**config.mk**
```make
export PLATFORM = sky130hd
export DESIGN_NAME = xy_motion_arbiter
export DESIGN_NICKNAME = d
export VERILOG_FILES = /design/src/rtl/xy_motion_arbiter.sv
export SDC_FILE = /design/constraint.sdc
export NUM_CORES = 1
export LEC_CHECK = 0
export ABC_AREA = 1
export ABC_CLOCK_PERIOD_IN_PS = 4100
export CAP_MARGIN = 20
export CORE_MARGIN = 2
export CORE_UTILIZATION = 43
export DETAILED_ROUTE_END_ITERATION = 10
export DONT_BUFFER_PORTS = 1
export HOLD_SLACK_MARGIN = 0.12
export PLACE_DENSITY = 0.64
export SLEW_MARGIN = 20
export SYNTH_ARGS = -nofsm -noshare
export SYNTH_HDL_FRONTEND = slang
export SYNTH_SLANG_ARGS = --single-unit
```
**constraint.sdc**
```tcl
create_clock -name clock -period 4.1 [get_ports clock]
set_clock_uncertainty 0.15 [all_clocks]
set_input_delay 0.615 -clock clock [delete_from_list [all_inputs] [get_ports clock]]
set_output_delay 0.615 -clock clock [all_outputs]
set_load 0.005 [all_outputs]
```
**src/rtl/xy_motion_arbiter.sv**
```systemverilog
// X/Y stepper drive arbiter: buttons or CPU own the gantry. Each axis runs its own
// step generator with direction setup time, fixed pulse width and edge-to-edge period.

module xy_axis #(
  parameter int unsigned DIR_SETUP_CYC = 100,
  parameter int unsigned PULSE_CYC     = 200
) (
  input  logic        clock,
  input  logic        reset,
  input  logic [31:0] tgt_per_i,
  input  logic        tgt_dir_i,
  output logic        step_o,
  output logic        dir_o
);
  localparam logic [31:0] SETUP_LAST = (DIR_SETUP_CYC == 0) ? 32'd0 : 32'(DIR_SETUP_CYC - 1);
  localparam logic [31:0] PULSE_LAST = (PULSE_CYC == 0) ? 32'd0 : 32'(PULSE_CYC - 1);

  typedef enum logic [1:0] {IDLE, SETUP, PULSE, GAP} state_e;

  state_e      state_q;
  logic [31:0] cnt_q;
  logic [31:0] per_q;
  logic        step_q;
  logic        dir_q;
  logic        gap_done;

  // cnt_q counts edges since the rising edge, so the GAP exit lands exactly on the period
  assign gap_done = (cnt_q >= per_q - 32'd1);

  always_ff @(posedge clock) begin
    if (reset) begin
      state_q <= IDLE;
      cnt_q   <= '0;
      per_q   <= '0;
      step_q  <= 1'b0;
      dir_q   <= 1'b0;
    end else begin
      cnt_q <= cnt_q + 32'd1;
      case (state_q)
        IDLE: begin
          cnt_q <= '0;
          if (tgt_per_i != '0) begin
            state_q <= SETUP;
            dir_q   <= tgt_dir_i;
            per_q   <= tgt_per_i;
          end
        end
        SETUP: begin
          if (cnt_q >= SETUP_LAST) begin
            state_q <= PULSE;
            step_q  <= 1'b1;
            cnt_q   <= '0;
            // a stop seen during setup still emits one pulse on the last known period
            if (tgt_per_i != '0) per_q <= tgt_per_i;
          end
        end
        PULSE: begin
          if (cnt_q >= PULSE_LAST) begin
            state_q <= GAP;
            step_q  <= 1'b0;
          end
        end
        GAP: begin
          if (gap_done) begin
            cnt_q <= '0;
            if (tgt_per_i == '0) begin
              state_q <= IDLE;
            end else if (tgt_dir_i != dir_q) begin
              state_q <= SETUP;
              dir_q   <= tgt_dir_i;
            end else begin
              state_q <= PULSE;
              step_q  <= 1'b1;
              per_q   <= tgt_per_i;
            end
          end
        end
        default: state_q <= IDLE;
      endcase
    end
  end

  assign step_o = step_q;
  assign dir_o  = dir_q;
endmodule

module xy_motion_arbiter #(
  parameter int unsigned DIR_SETUP_CYC = 100,
  parameter int unsigned PULSE_CYC     = 200,
  parameter int unsigned MIN_PERIOD    = 1000,
  parameter int unsigned BTN_PERIOD    = 100000,
  parameter int unsigned CPU_TIMEOUT   = 50000000
) (
  input  logic        clock,
  input  logic        reset,
  input  logic        btn_up,
  input  logic        btn_down,
  input  logic        btn_left,
  input  logic        btn_right,
  input  logic        cpu_en,
  input  logic        cpu_cmd_valid,
  input  logic [31:0] cpu_x_period,
  input  logic        cpu_x_dir,
  input  logic [31:0] cpu_y_period,
  input  logic        cpu_y_dir,
  output logic        x_step,
  output logic        x_dir,
  output logic        y_step,
  output logic        y_dir,
  output logic [1:0]  owner,
  output logic        cpu_timeout
);
  localparam int unsigned NUM_AXES = 2;  // index 0 = X, 1 = Y
  localparam logic [31:0] MIN_P = 32'(MIN_PERIOD);
  localparam logic [31:0] BTN_P = 32'(BTN_PERIOD);
  localparam logic [31:0] TO_P  = 32'(CPU_TIMEOUT);

  typedef enum logic [1:0] {OWN_NONE = 2'b00, OWN_BTN = 2'b01, OWN_CPU = 2'b10} owner_e;

  function automatic logic [31:0] clamp_per(input logic [31:0] p);
    return (p != '0 && p < MIN_P) ? MIN_P : p;
  endfunction

  logic                               any_btn;
  owner_e                             owner_q, owner_d;
  logic [NUM_AXES-1:0][31:0]          tgt_per_q, tgt_per_d;
  logic [NUM_AXES-1:0]                tgt_dir_q, tgt_dir_d;
  logic [NUM_AXES-1:0][31:0]          lat_per_q, lat_per_d;
  logic [NUM_AXES-1:0]                lat_dir_q, lat_dir_d;
  logic                               armed_q, armed_d;
  logic [31:0]                        wd_q, wd_d;
  logic                               to_q, to_d;
  logic [NUM_AXES-1:0]                step_w, dir_w;

  always_comb begin
    any_btn   = btn_up | btn_down | btn_left | btn_right;
    owner_d   = OWN_NONE;
    tgt_per_d = '0;
    tgt_dir_d = '0;
    if (any_btn) begin
      owner_d = OWN_BTN;
      if (btn_left ^ btn_right) begin
        tgt_per_d[0] = BTN_P;
        tgt_dir_d[0] = btn_left;
      end
      if (btn_up ^ btn_down) begin
        tgt_per_d[1] = BTN_P;
        tgt_dir_d[1] = btn_up;
      end
    end else if (cpu_en && !to_q && armed_q) begin
      owner_d   = OWN_CPU;
      tgt_per_d = lat_per_q;
      tgt_dir_d = lat_dir_q;
    end

    // button activity disarms the CPU so a stale command cannot resume after release
    armed_d = any_btn ? 1'b0 : (cpu_cmd_valid ? 1'b1 : armed_q);

    lat_per_d = lat_per_q;
    lat_dir_d = lat_dir_q;
    if (cpu_cmd_valid) begin
      lat_per_d[0] = clamp_per(cpu_x_period);
      lat_per_d[1] = clamp_per(cpu_y_period);
      lat_dir_d[0] = cpu_x_dir;
      lat_dir_d[1] = cpu_y_dir;
    end

    if (cpu_cmd_valid || !cpu_en) wd_d = '0;
    else if (wd_q >= TO_P)        wd_d = wd_q;
    else                          wd_d = wd_q + 32'd1;
    to_d = cpu_cmd_valid ? 1'b0 : (to_q | (wd_d >= TO_P));
  end

  always_ff @(posedge clock) begin
    if (reset) begin
      owner_q   <= OWN_NONE;
      tgt_per_q <= '0;
      tgt_dir_q <= '0;
      lat_per_q <= '0;
      lat_dir_q <= '0;
      armed_q   <= 1'b0;
      wd_q      <= '0;
      to_q      <= 1'b0;
    end else begin
      owner_q   <= owner_d;
      tgt_per_q <= tgt_per_d;
      tgt_dir_q <= tgt_dir_d;
      lat_per_q <= lat_per_d;
      lat_dir_q <= lat_dir_d;
      armed_q   <= armed_d;
      wd_q      <= wd_d;
      to_q      <= to_d;
    end
  end

  for (genvar a = 0; a < NUM_AXES; a++) begin : g_axis
    xy_axis #(
      .DIR_SETUP_CYC(DIR_SETUP_CYC),
      .PULSE_CYC    (PULSE_CYC)
    ) u_axis (
      .clock    (clock),
      .reset    (reset),
      .tgt_per_i(tgt_per_q[a]),
      .tgt_dir_i(tgt_dir_q[a]),
      .step_o   (step_w[a]),
      .dir_o    (dir_w[a])
    );
  end

  assign x_step      = step_w[0];
  assign x_dir       = dir_w[0];
  assign y_step      = step_w[1];
  assign y_dir       = dir_w[1];
  assign owner       = owner_q;
  assign cpu_timeout = to_q;
endmodule

```
==> impl_metrics.tcl, run 1 <==
set metrics [dict create \
    slew_violations 0 \
    power_report.internal_total_w 0.00710 \
    area_share_of_fa_ha_maj_cells_after_synthesis_pct 5.94 \
    timing.hold.worst.class "input port to register" \
    drt_drc_violations_left 0 \
    yosys_register_bits 304 \
    p_leak_nw 8.62 \
    period_share_pct 94.9 \
    detailroute.via_count 14800 \
    final_cell_mix "483 x sky130_fd_sc_hd__nand2_1, 377 x sky130_fd_sc_hd__nor2_1, 344 x sky130_fd_sc_hd__inv_1" \
    endpoint_kind "register" \
    initial_core_util_pct 43.4 \
    worst_r2r_path_depth 28 \
    yosysSeqAreaShare_pct 37.5 \
    postSynth.topFlopCell "sky130_fd_sc_hd__dfxtp_1" \
    global_route_wire_length_before_repair_mm 68.0 \
    critical_path_arrival_ns 4.23 \
    achievable_frequency_mhz 257 \
    setup.worst_path.class "register to register" \
    timing_hold_violations_final 0 \
    post-layout-total-power_w 0.0115 \
    power.share.combinational_pct 40.3 \
    critical_path.max_stage_delay_ns 0.30 \
    mappedNetlistNets 2497 \
    wl_mm 41.3 \
    floorplan.core_area_um2 37400 \
    cts_buf_count 36 \
    power_density_nw_per_um2 606 \
    timing.critical_path.required_ns 4.44 \
    critical-path-slowest-cell "sky130_fd_sc_hd__dfxtp_1" \
    drt_iter0_markers 908 \
    p_switching_w 0.00445 \
    die-height_um 198 \
    synth_compound_area_share_pct 7.60 \
    io_pins 81 \
    postRouteAntennaNets 0 \
    grt_usage_pct 21.1 \
    rrSetupSlack_ns 0.21 \
    number_of_flops_mapped_to_enable_cells_by_yosys 0 \
    outcome "complete, no violations" \
    post_synth_inst_count 2346 \
    async_reset_ff_share_pct 0 \
    layout_overhead_on_the_synthesized_area_pct 17.4 \
    timing.hold.worst_path_depth 3 \
    power.sequential.fraction_pct 30.1 \
    maxCapViolations 0 \
    finalWeightedCongestion 0.896 \
    synth_mux_area_share_pct 0 \
    worst_pin_slew_ns 0.869 \
    finalSetupViolations 0 \
    yosys.area_share.xor_xnor_pct 4.69 \
    clk_transition_reported_paths_ns 0.06 \
    dp_wirelength_mm 28.9 \
    grt_start_max_net_pins 66 \
    worst_hold_slack_ns 0.149 \
    clk_root_buffer_cell "sky130_fd_sc_hd__clkbuf_16" \
    diodes 0 \
    clockPowerShare_pct 29.6 \
    synthDistinctLibCells 54 \
    vias_per_cell 5.02 \
    max-slew-margin-rel_pct 41.9 \
    synthesis.area_per_instance_um2 6.92 \
    layout.nets 2567 \
    simple_gate_fraction_of_synth_area_pct 34.0 \
    fp-row-count 71 \
    via_count_of_the_first_global_routing_pass 14200 \
    routed_wire_length_per_instance_um 14.0 \
    synth.cell_area_um2 16200 \
    cts_tree "built" \
    cts-root-to-sink-buffers 3 \
    clock_insertion_delay_worst_skew_ns 0.56 \
    floorplan.die_area_um2 39300 \
    layout.filler_cells 3579 \
    drive_gt1_share_pct 8.43 \
    globalRoute.totalOverflow 0 \
    grt_antenna_before_repair 0 \
    firstDrtPassIters 5 \
    portBuffers 0 \
    final_period_minus_worst_setup_slack_ns 3.89 \
    fp.dieW_um 198 \
    setup.worst_path.start_class "register" \
    peakVddDrop_uv 358 \
    layout.cells.most_common "sky130_fd_sc_hd__nand2_1" \
    dominant_combinational_cell_family_by_area_after_synthesis "simple AND/OR/NAND/NOR gates" \
    switching_share_pct 38.5 \
    synth_warnings 0 \
    clock_sink_count 304 \
    maximum_level_of_the_cts_h_tree 2 \
    critical_path_peak_fanout 15 \
]
-- cells in the mapped netlist (21+ instances only) --
library cell               number  area share [%]
sky130_fd_sc_hd__a21oi_1       75             2.3
sky130_fd_sc_hd__clkbuf_1      41            0.95
sky130_fd_sc_hd__dfxtp_1      304              37
sky130_fd_sc_hd__ha_1          77             5.9
sky130_fd_sc_hd__inv_1        347             8.0
sky130_fd_sc_hd__nand2_1      483              11
sky130_fd_sc_hd__nand3_1       85             2.6
sky130_fd_sc_hd__nand4_1      106             4.1
sky130_fd_sc_hd__nor2_1       387             8.9
sky130_fd_sc_hd__nor3_1        43             1.3
sky130_fd_sc_hd__nor4_1        34             1.3
sky130_fd_sc_hd__o21ai_0       82             2.5
sky130_fd_sc_hd__o22ai_1       21            0.81
sky130_fd_sc_hd__xor2_1        73             3.9
-- per-stage QoR --
stage                     utilization (%)  instance area, µm²  cells  setup WS (ns)  setup TNS, ns
after global placement               44.8               16700   2805          0.228              0
after detailed placement             44.8               16700   2805          0.159              0
after global routing                 51.0               19100   2955        -0.0841          -2.00
after CTS                            50.0               18700   2938          0.130              0
after floorplan                         -               16200   2346          0.490              0
final                                51.0               19100   2955          0.211              0
-- worst max-delay path: cells and delay by family (launching register included) --
family | cells | cell delay, ns
AND/OR/NAND/NOR | 11 | 1.34
buffers and inverters | 10 | 1.05
adder cells (fa/ha/maj) | 2 | 0.42
AO/OA/AOI/OAI | 4 | 0.41
flip-flops | 1 | 0.30
XOR/XNOR | 1 | 0.15
-- power groups by stage --
stage          Clock [W]  Sequential (W)  Combinational (W)
2_1_floorplan          0         0.00347            0.00312
3_3_place_gp           0         0.00352            0.00386
3_5_place_dp           0         0.00353            0.00398
4_1_cts          0.00349         0.00347            0.00407
5_1_grt          0.00360         0.00351            0.00534
6_report         0.00341         0.00348            0.00465
-- layer usage --
layer / part of all wire, % / up-vias / global-route usage (%) / wire length, µm
met2: 45 / 356 / 34.1 / 18700
met3: 5.2 / 86 / 3.19 / 2130
li1: - / 7648 / - / -
met1: 47 / 6735 / 28.3 / 19300
met5: 0 / - / 0 / 0
met4: 2.9 / 0 / 8.02 / 1200
-- cell families after synthesis --
family                   count (synthesis)
AO/OA/AOI/OAI                          219
XOR/XNOR                                87
adder cells (fa/ha/maj)                 77
buffers and inverters                  434
flip-flops                             304
AND/OR/NAND/NOR                       1225
-- final timing paths --
| kind | from | endpoint |
|---|---|---|
| max reg2reg | g_axis[0].u_axis.per_q[1] | g_axis[0].u_axis.cnt_q[27] |
| min reg2reg | lat_per_q[17] | tgt_per_q[17] |
| min | reset | armed_q |
| max | g_axis[0].u_axis.per_q[1] | g_axis[0].u_axis.cnt_q[27] |
-- repair_timing --
item,CTS,global route
setup buffers,0,11
gates resized for setup,0,39
endpoints found under the hold margin,115,0
endpoints found under the setup margin,0,135
hold buffers,67,0
-- state kept, by name, summed over array words and instances (netlist names), 2 cells and up --
signal / flops
g_axis.u_axis.cnt_q: 64
tgt_dir_q: 2
g_axis.u_axis.per_q: 64
g_axis.u_axis.dir_o: 2
g_axis.u_axis.step_o: 2
owner: 2
g_axis.u_axis.state_q: 4
lat_dir_q: 2
tgt_per_q: 64
lat_per_q: 64
wd_q: 32
-- cell type report --
type | count | area (µm²) | share of cell area (%)
inverter | 368 | 1380 | 7.25
clock inverter | 23 | 303 | 1.59
sequential | 304 | 6090 | 31.9
timing repair buffer | 98 | 1030 | 5.43
multi-input combinational | 1608 | 8640 | 45.3
clock buffer | 43 | 977 | 5.13
tap | 511 | 639 | 3.35
(Power assumes the default switching activity.)
==> run 2: changes to the inputs <==
--- a/config.mk
+++ b/config.mk
@@ -13,7 +13,7 @@
 export DETAILED_ROUTE_END_ITERATION = 10
 export DONT_BUFFER_PORTS = 1
 export HOLD_SLACK_MARGIN = 0.12
-export PLACE_DENSITY = 0.64
+export PLACE_DENSITY = 0.58
 export SLEW_MARGIN = 20
 export SYNTH_ARGS = -nofsm -noshare
 export SYNTH_HDL_FRONTEND = slang
==> run 2 against run 1 <==
Compared with the run above:
- die area did not move
- flip-flop and latch count did not move
- core utilization rose by 0.32 points
- power rose by 1.4%
- sequential power barely moved
- final cell count rose by 0.14%
- sequential share of layout area fell by 0.18 points
- clock power fell by 4%
- fmax rose by 0.14%
- first-iteration DRC count fell by 16%
- register-to-register slack barely moved
- clock-buffer cell count rose by 2
- critical path type unchanged
- critical endpoint is now g_axis[0].u_axis.per_q[12]
- largest cell class unchanged
- highest routed layer unchanged
==> impl_metrics.tcl, run 2 (synthesis results as in run 1) <==
set metrics [dict create \
    layout.cells.most_common "sky130_fd_sc_hd__nand2_1" \
    grt_antenna_before_repair 0 \
    p_leak_nw 8.65 \
    post-route-worst-setup-slack_ns 0.216 \
    outcome "complete, no violations" \
    clock_sink_count 304 \
    cts-root-to-sink-buffers 3 \
    preCtsSetupSlack_ns -0.0802 \
    period_share_pct 94.7 \
    floorplan.core_area_um2 37400 \
    postRouteAntennaNets 0 \
    cts_buf_count 35 \
    floorplan.die_area_um2 39300 \
    diodes 0 \
    setup.worst_path.start_class "register" \
    global_route_wire_length_before_repair_mm 69.1 \
    critical_path_arrival_ns 4.18 \
    firstDrtPassIters 5 \
    vias_per_cell 4.96 \
    globalRoute.totalOverflow 0 \
    finalSetupViolations 0 \
    initial_core_util_pct 43.4 \
    timing_hold_violations_final 0 \
    layout.nets 2574 \
    multi_input_comb_area_um2 8730 \
    setup_total_negative_slack_ns 0 \
    grt_usage_pct 21.6 \
    dp_wirelength_mm 30.1 \
    timing.hold.worst.class "input port to register" \
    setup.worst_path.class "register to register" \
    cts_tree "built" \
    maxCapViolations 0 \
    routed_wire_length_per_instance_um 14.5 \
    clock_insertion_delay_worst_skew_ns 0.56 \
    final_cell_area_um2 19200 \
    sequential_cell_area_um2 6090 \
    detailroute.via_count 14700 \
    drt_drc_violations_left 0 \
    endpoint_kind "register" \
    post-layout-total-power_w 0.0117 \
    via_count_of_the_first_global_routing_pass 13900 \
    worst_r2r_path_depth 26 \
    fp.dieW_um 198 \
    power_density_nw_per_um2 610 \
    drt_iter0_markers 760 \
    worst_hold_slack_ns 0.148 \
    finalWeightedCongestion 0.867 \
    drive_gt1_share_pct 9.15 \
    io_pins 81 \
    die-height_um 198 \
    final_period_minus_worst_setup_slack_ns 3.88 \
    timing.critical_path.required_ns 4.40 \
    portBuffers 0 \
    grt_start_max_net_pins 66 \
    max-slew-margin-rel_pct 41.0 \
    achievable_frequency_mhz 257 \
    timing.hold.worst_path_depth 2 \
    layout.filler_cells 3685 \
    clk_root_buffer_cell "sky130_fd_sc_hd__clkbuf_16" \
    place_area_um2 16700 \
    worst_pin_slew_ns 0.884 \
    clk_transition_reported_paths_ns 0.06 \
    slew_violations 0 \
    critical_path_peak_fanout 14 \
    layout_overhead_on_the_synthesized_area_pct 18.2 \
    peakVddDrop_uv 353 \
    final_cell_mix "476 x sky130_fd_sc_hd__nand2_1, 375 x sky130_fd_sc_hd__nor2_1, 343 x sky130_fd_sc_hd__inv_1" \
    fp-row-count 71 \
    wl_mm 42.8 \
    maximum_level_of_the_cts_h_tree 2 \
]
-- run 2: cell types whose count changed in the layout (fill, tap and decap cells not counted), sizes merged --
cell and change:
clkinvlp +1, clkbuf +3, dlygate4sd3 +3, bufinv -2, clkinv -1, buf +4
inv -4
-- run 2: area by class of cell --
| class | instances | share of cell area, % |
|---|---|---|
| clock buffer | 45 | 5.24 |
| clock inverter | 17 | 1.13 |
| timing repair buffer | 106 | 5.80 |
| multi-input combinational | 1608 | 45.5 |
| sequential | 304 | 31.7 |
| tap | 511 | 3.33 |
| inverter | 368 | 7.23 |
-- run 2: per-layer routing --
metal / GRT usage, % / vias to the layer above / routed length [µm]
met2: 33.8 / 319 / 18700
met1: 31.0 / 6625 / 21300
li1: - / 7665 / -
met4: 6.32 / 0 / 871
met3: 2.78 / 61 / 1930
met5: 0 / - / 0
-- run 2: stage by stage --
step,instances,util (%)
4_1_cts,2938,50.0
2_1_floorplan,2346,-
5_1_grt,2959,51.3
3_5_place_dp,2806,44.8
3_3_place_gp,2806,44.8
6_report,2959,51.3
-- run 2: what timing repair did --
item / in CTS / in global routing
gates resized for setup: 1 / 68
setup buffers: 0 / 12
endpoints found under the hold margin: 115 / 0
setup endpoints to repair: 14 / 136
hold buffers: 70 / 0
pin swaps: 0 / 33
cloned: 0 / 9
-- run 2: path summary, 6_finish.rpt --
check                                 start                         end  slack (ns)
hold reg to reg               lat_per_q[31]               tgt_per_q[31]        0.28
hold / removal              cpu_x_period[3]                lat_per_q[3]        0.15
setup / recovery  g_axis[0].u_axis.per_q[0]  g_axis[0].u_axis.per_q[12]        0.22
setup reg to reg  g_axis[0].u_axis.per_q[0]  g_axis[0].u_axis.per_q[12]        0.22
-- run 2: critical path, cell delays in order (launching register included) --
cell	delay, ns
sky130_fd_sc_hd__dfxtp_2	0.33
sky130_fd_sc_hd__inv_4	0.08
sky130_fd_sc_hd__ha_4	0.14
sky130_fd_sc_hd__inv_1	0.06
sky130_fd_sc_hd__nor2_4	0.09
sky130_fd_sc_hd__inv_2	0.05
sky130_fd_sc_hd__nor2_4	0.11
sky130_fd_sc_hd__buf_6	0.11
sky130_fd_sc_hd__nand4_1	0.11
sky130_fd_sc_hd__nor3_2	0.21
sky130_fd_sc_hd__nand4_1	0.13
sky130_fd_sc_hd__nor2_2	0.17
sky130_fd_sc_hd__nand3_2	0.11
sky130_fd_sc_hd__o21ai_2	0.16
sky130_fd_sc_hd__inv_2	0.05
sky130_fd_sc_hd__ha_4	0.26
sky130_fd_sc_hd__nand2_2	0.05
sky130_fd_sc_hd__nor2_2	0.11
sky130_fd_sc_hd__nand4_1	0.16
sky130_fd_sc_hd__nor2_4	0.15
sky130_fd_sc_hd__nand4_1	0.08
sky130_fd_sc_hd__nand4_1	0.16
sky130_fd_sc_hd__buf_4	0.15
sky130_fd_sc_hd__nand3_4	0.17
sky130_fd_sc_hd__clkbuf_16	0.26
sky130_fd_sc_hd__nor2_1	0.12
sky130_fd_sc_hd__nor2_1	0.06
-- run 2: power by group --
part | leakage, nW | total (W) | internal (W) | switching (W)
combinational | 5.58 | 0.00494 | 0.00192 | 0.00302
clock | 0.589 | 0.00328 | 0.00195 | 0.00133
sequential | 2.48 | 0.00349 | 0.00325 | 0.000245
==> run 3: changes to the inputs <==
--- a/config.mk
+++ b/config.mk
@@ -10,6 +10,7 @@
 export CAP_MARGIN = 20
 export CORE_MARGIN = 2
 export CORE_UTILIZATION = 43
+export CTS_BUF_LIST = sky130_fd_sc_hd__clkbuf_4 sky130_fd_sc_hd__clkbuf_8 sky130_fd_sc_hd__clkbuf_16
 export DETAILED_ROUTE_END_ITERATION = 10
 export DONT_BUFFER_PORTS = 1
 export HOLD_SLACK_MARGIN = 0.12
==> run 3 against run 2 <==
Compared with the run above:
- flip-flop and latch count did not move
- worst hold slack barely moved
- first-iteration DRC count fell by 0.66%
- combinational power barely moved
- highest routed layer unchanged
- die area did not move
- register-to-register slack barely moved
- global-route usage did not move
- sequential share of layout area barely moved
==> impl_metrics.tcl, run 3 (synthesis results as in run 1) <==
set metrics [dict create \
    timing.hold.worst.class "input port to register" \
    layout.nets 2574 \
    final_cell_mix "476 x sky130_fd_sc_hd__nand2_1, 375 x sky130_fd_sc_hd__nor2_1, 343 x sky130_fd_sc_hd__inv_1" \
    power_density_nw_per_um2 611 \
    r2r_end "g_axis[0].u_axis.per_q[12]" \
    drt_iter0_markers 755 \
    power_report.internal_total_w 0.00712 \
    final_period_minus_worst_setup_slack_ns 3.88 \
    fp-row-count 71 \
    grt_start_max_net_pins 66 \
    switching_share_pct 39.2 \
    cts-root-to-sink-buffers 3 \
    portBuffers 0 \
    setup.worst_path.start_class "register" \
    power.sequential.fraction_pct 29.8 \
    timing_hold_violations_final 0 \
    clk_transition_reported_paths_ns 0.06 \
    worst_setup_path_startpoint "g_axis[0].u_axis.per_q[0]" \
    slew_violations 0 \
    setup.worst_path.class "register to register" \
    routed_wire_length_per_instance_um 14.5 \
    grt_antenna_before_repair 0 \
    period_share_pct 94.7 \
    global_route_wire_length_before_repair_mm 69.1 \
    grt_usage_pct 21.6 \
    endpoint_kind "register" \
    via_count_of_the_first_global_routing_pass 13900 \
    dp_wirelength_mm 30.1 \
    worst_r2r_path_depth 26 \
    maxCapViolations 0 \
    clock_sink_count 304 \
    crit_end "g_axis[0].u_axis.per_q[12]" \
    globalRoute.totalOverflow 0 \
    vias_per_cell 4.96 \
    critical_path.most_common_cell "sky130_fd_sc_hd__nand4_1" \
    worst_pin_slew_ns 0.885 \
    finish.cell_count_without_fillers 2959 \
    cts_tree "built" \
    drive_gt1_share_pct 9.23 \
    preCtsSetupSlack_ns -0.0802 \
    cts_buf_count 35 \
    wl_mm 42.8 \
    finalSetupViolations 0 \
    post-route-worst-setup-slack_ns 0.219 \
    fp.dieW_um 198 \
    r2r_start "g_axis[0].u_axis.per_q[0]" \
    achievable_frequency_mhz 258 \
    worst_hold_slack_ns 0.148 \
    timing.critical_path.required_ns 4.40 \
    firstDrtPassIters 5 \
    detailroute.via_count 14700 \
    critical-path-slowest-cell "sky130_fd_sc_hd__dfxtp_2" \
    finalWeightedCongestion 0.867 \
    sequential_cell_area_um2 6090 \
    floorplan.die_area_um2 39300 \
    io_pins 81 \
    die-height_um 198 \
    layout_overhead_on_the_synthesized_area_pct 18.2 \
    maximum_level_of_the_cts_h_tree 2 \
    critical_path.max_stage_delay_ns 0.33 \
    critical_path_arrival_ns 4.18 \
    critical_path_peak_fanout 14 \
    clockPowerShare_pct 28.1 \
    clock_insertion_delay_worst_skew_ns 0.56 \
    p_leak_nw 8.66 \
    multi_input_comb_area_um2 8730 \
    clk_root_buffer_cell "sky130_fd_sc_hd__clkbuf_16" \
    initial_core_util_pct 43.4 \
    placed_cells 2806 \
    peakVddDrop_uv 353 \
    setup_total_negative_slack_ns 0 \
    drt_drc_violations_left 0 \
    max-slew-margin-rel_pct 40.9 \
    power.share.combinational_pct 42.1 \
    p_switching_w 0.00460 \
    layout.cells.most_common "sky130_fd_sc_hd__nand2_1" \
    postRouteAntennaNets 0 \
    outcome "complete, no violations" \
    rrSetupSlack_ns 0.22 \
    floorplan.core_area_um2 37400 \
    diodes 0 \
    layout.filler_cells 3683 \
    post-layout-total-power_w 0.0117 \
]
## run 3: cell types whose count changed in the layout (fill, tap and decap cells not counted)
cell | before | now
sky130_fd_sc_hd__clkbuf_1 | 2 | 0
sky130_fd_sc_hd__clkbuf_4 | 0 | 2
## run 3: routing by layer
| layer | vias up | part of all wire [%] | track usage [%] |
|---|---|---|---|
| li1 | 7666 | - | - |
| met1 | 6624 | 50 | 31.0 |
| met2 | 311 | 44 | 33.8 |
| met3 | 61 | 4.4 | 2.78 |
| met4 | 0 | 2.0 | 6.32 |
| met5 | - | 0 | 0 |
## run 3: worst min-delay path by stage
stage / startpoint / endpoint / slack (ns) / cells after the start
after global routing: cpu_x_period[3] / lat_per_q[3] / 0.15 / 2
after floorplan: lat_per_q[6] / tgt_per_q[6] / 0.25 / 2
after detailed placement: lat_per_q[31] / tgt_per_q[31] / 0.27 / 2
after global placement: lat_per_q[24] / tgt_per_q[24] / 0.27 / 2
after CTS: cpu_x_period[3] / lat_per_q[3] / 0.12 / 2
final: cpu_x_period[3] / lat_per_q[3] / 0.15 / 2
## run 3: worst max-delay path, delay by kind of cell, from the launching register on
family | cells | cell delay [ns]
buf+inv | 7 | 0.76
fa+ha+maj | 2 | 0.40
simple gates | 16 | 1.98
flops | 1 | 0.33
compound gates | 1 | 0.16
## run 3: layout make-up
cell class	instances	share of cell area (%)
Clock buffer	45	5.27
Inverter	368	7.23
Tap cell	511	3.33
Sequential cell	304	31.7
Timing Repair Buffer	106	5.80
Multi-Input combinational cell	1608	45.5
Clock inverter	17	1.13
## run 3: power by group through the flow
stage / Clock, W / Sequential, W / Combinational [W]
CTS: 0.00337 / 0.00347 / 0.00410
finish: 0.00329 / 0.00349 / 0.00494
global placement: 0 / 0.00352 / 0.00391
floorplan: 0 / 0.00347 / 0.00312
detailed placement: 0 / 0.00353 / 0.00400
global route: 0.00348 / 0.00353 / 0.00560
## run 3: per-stage QoR
step                      utilization [%]  cell area (µm²)
after floorplan                         -            16200
after global placement               44.8            16700
after detailed placement             44.8            16700
after CTS                            50.0            18700
after global routing                 51.3            19200
final                                51.3            19200
## run 3: what timing repair did
item / in CTS / in global routing
gates cloned: 0 / 9
hold endpoints to repair: 115 / 0
pin swaps: 0 / 33
buffers inserted: 0 / 12
hold buffers: 70 / 0
gates resized for setup: 1 / 68
endpoints found under the setup margin: 14 / 136
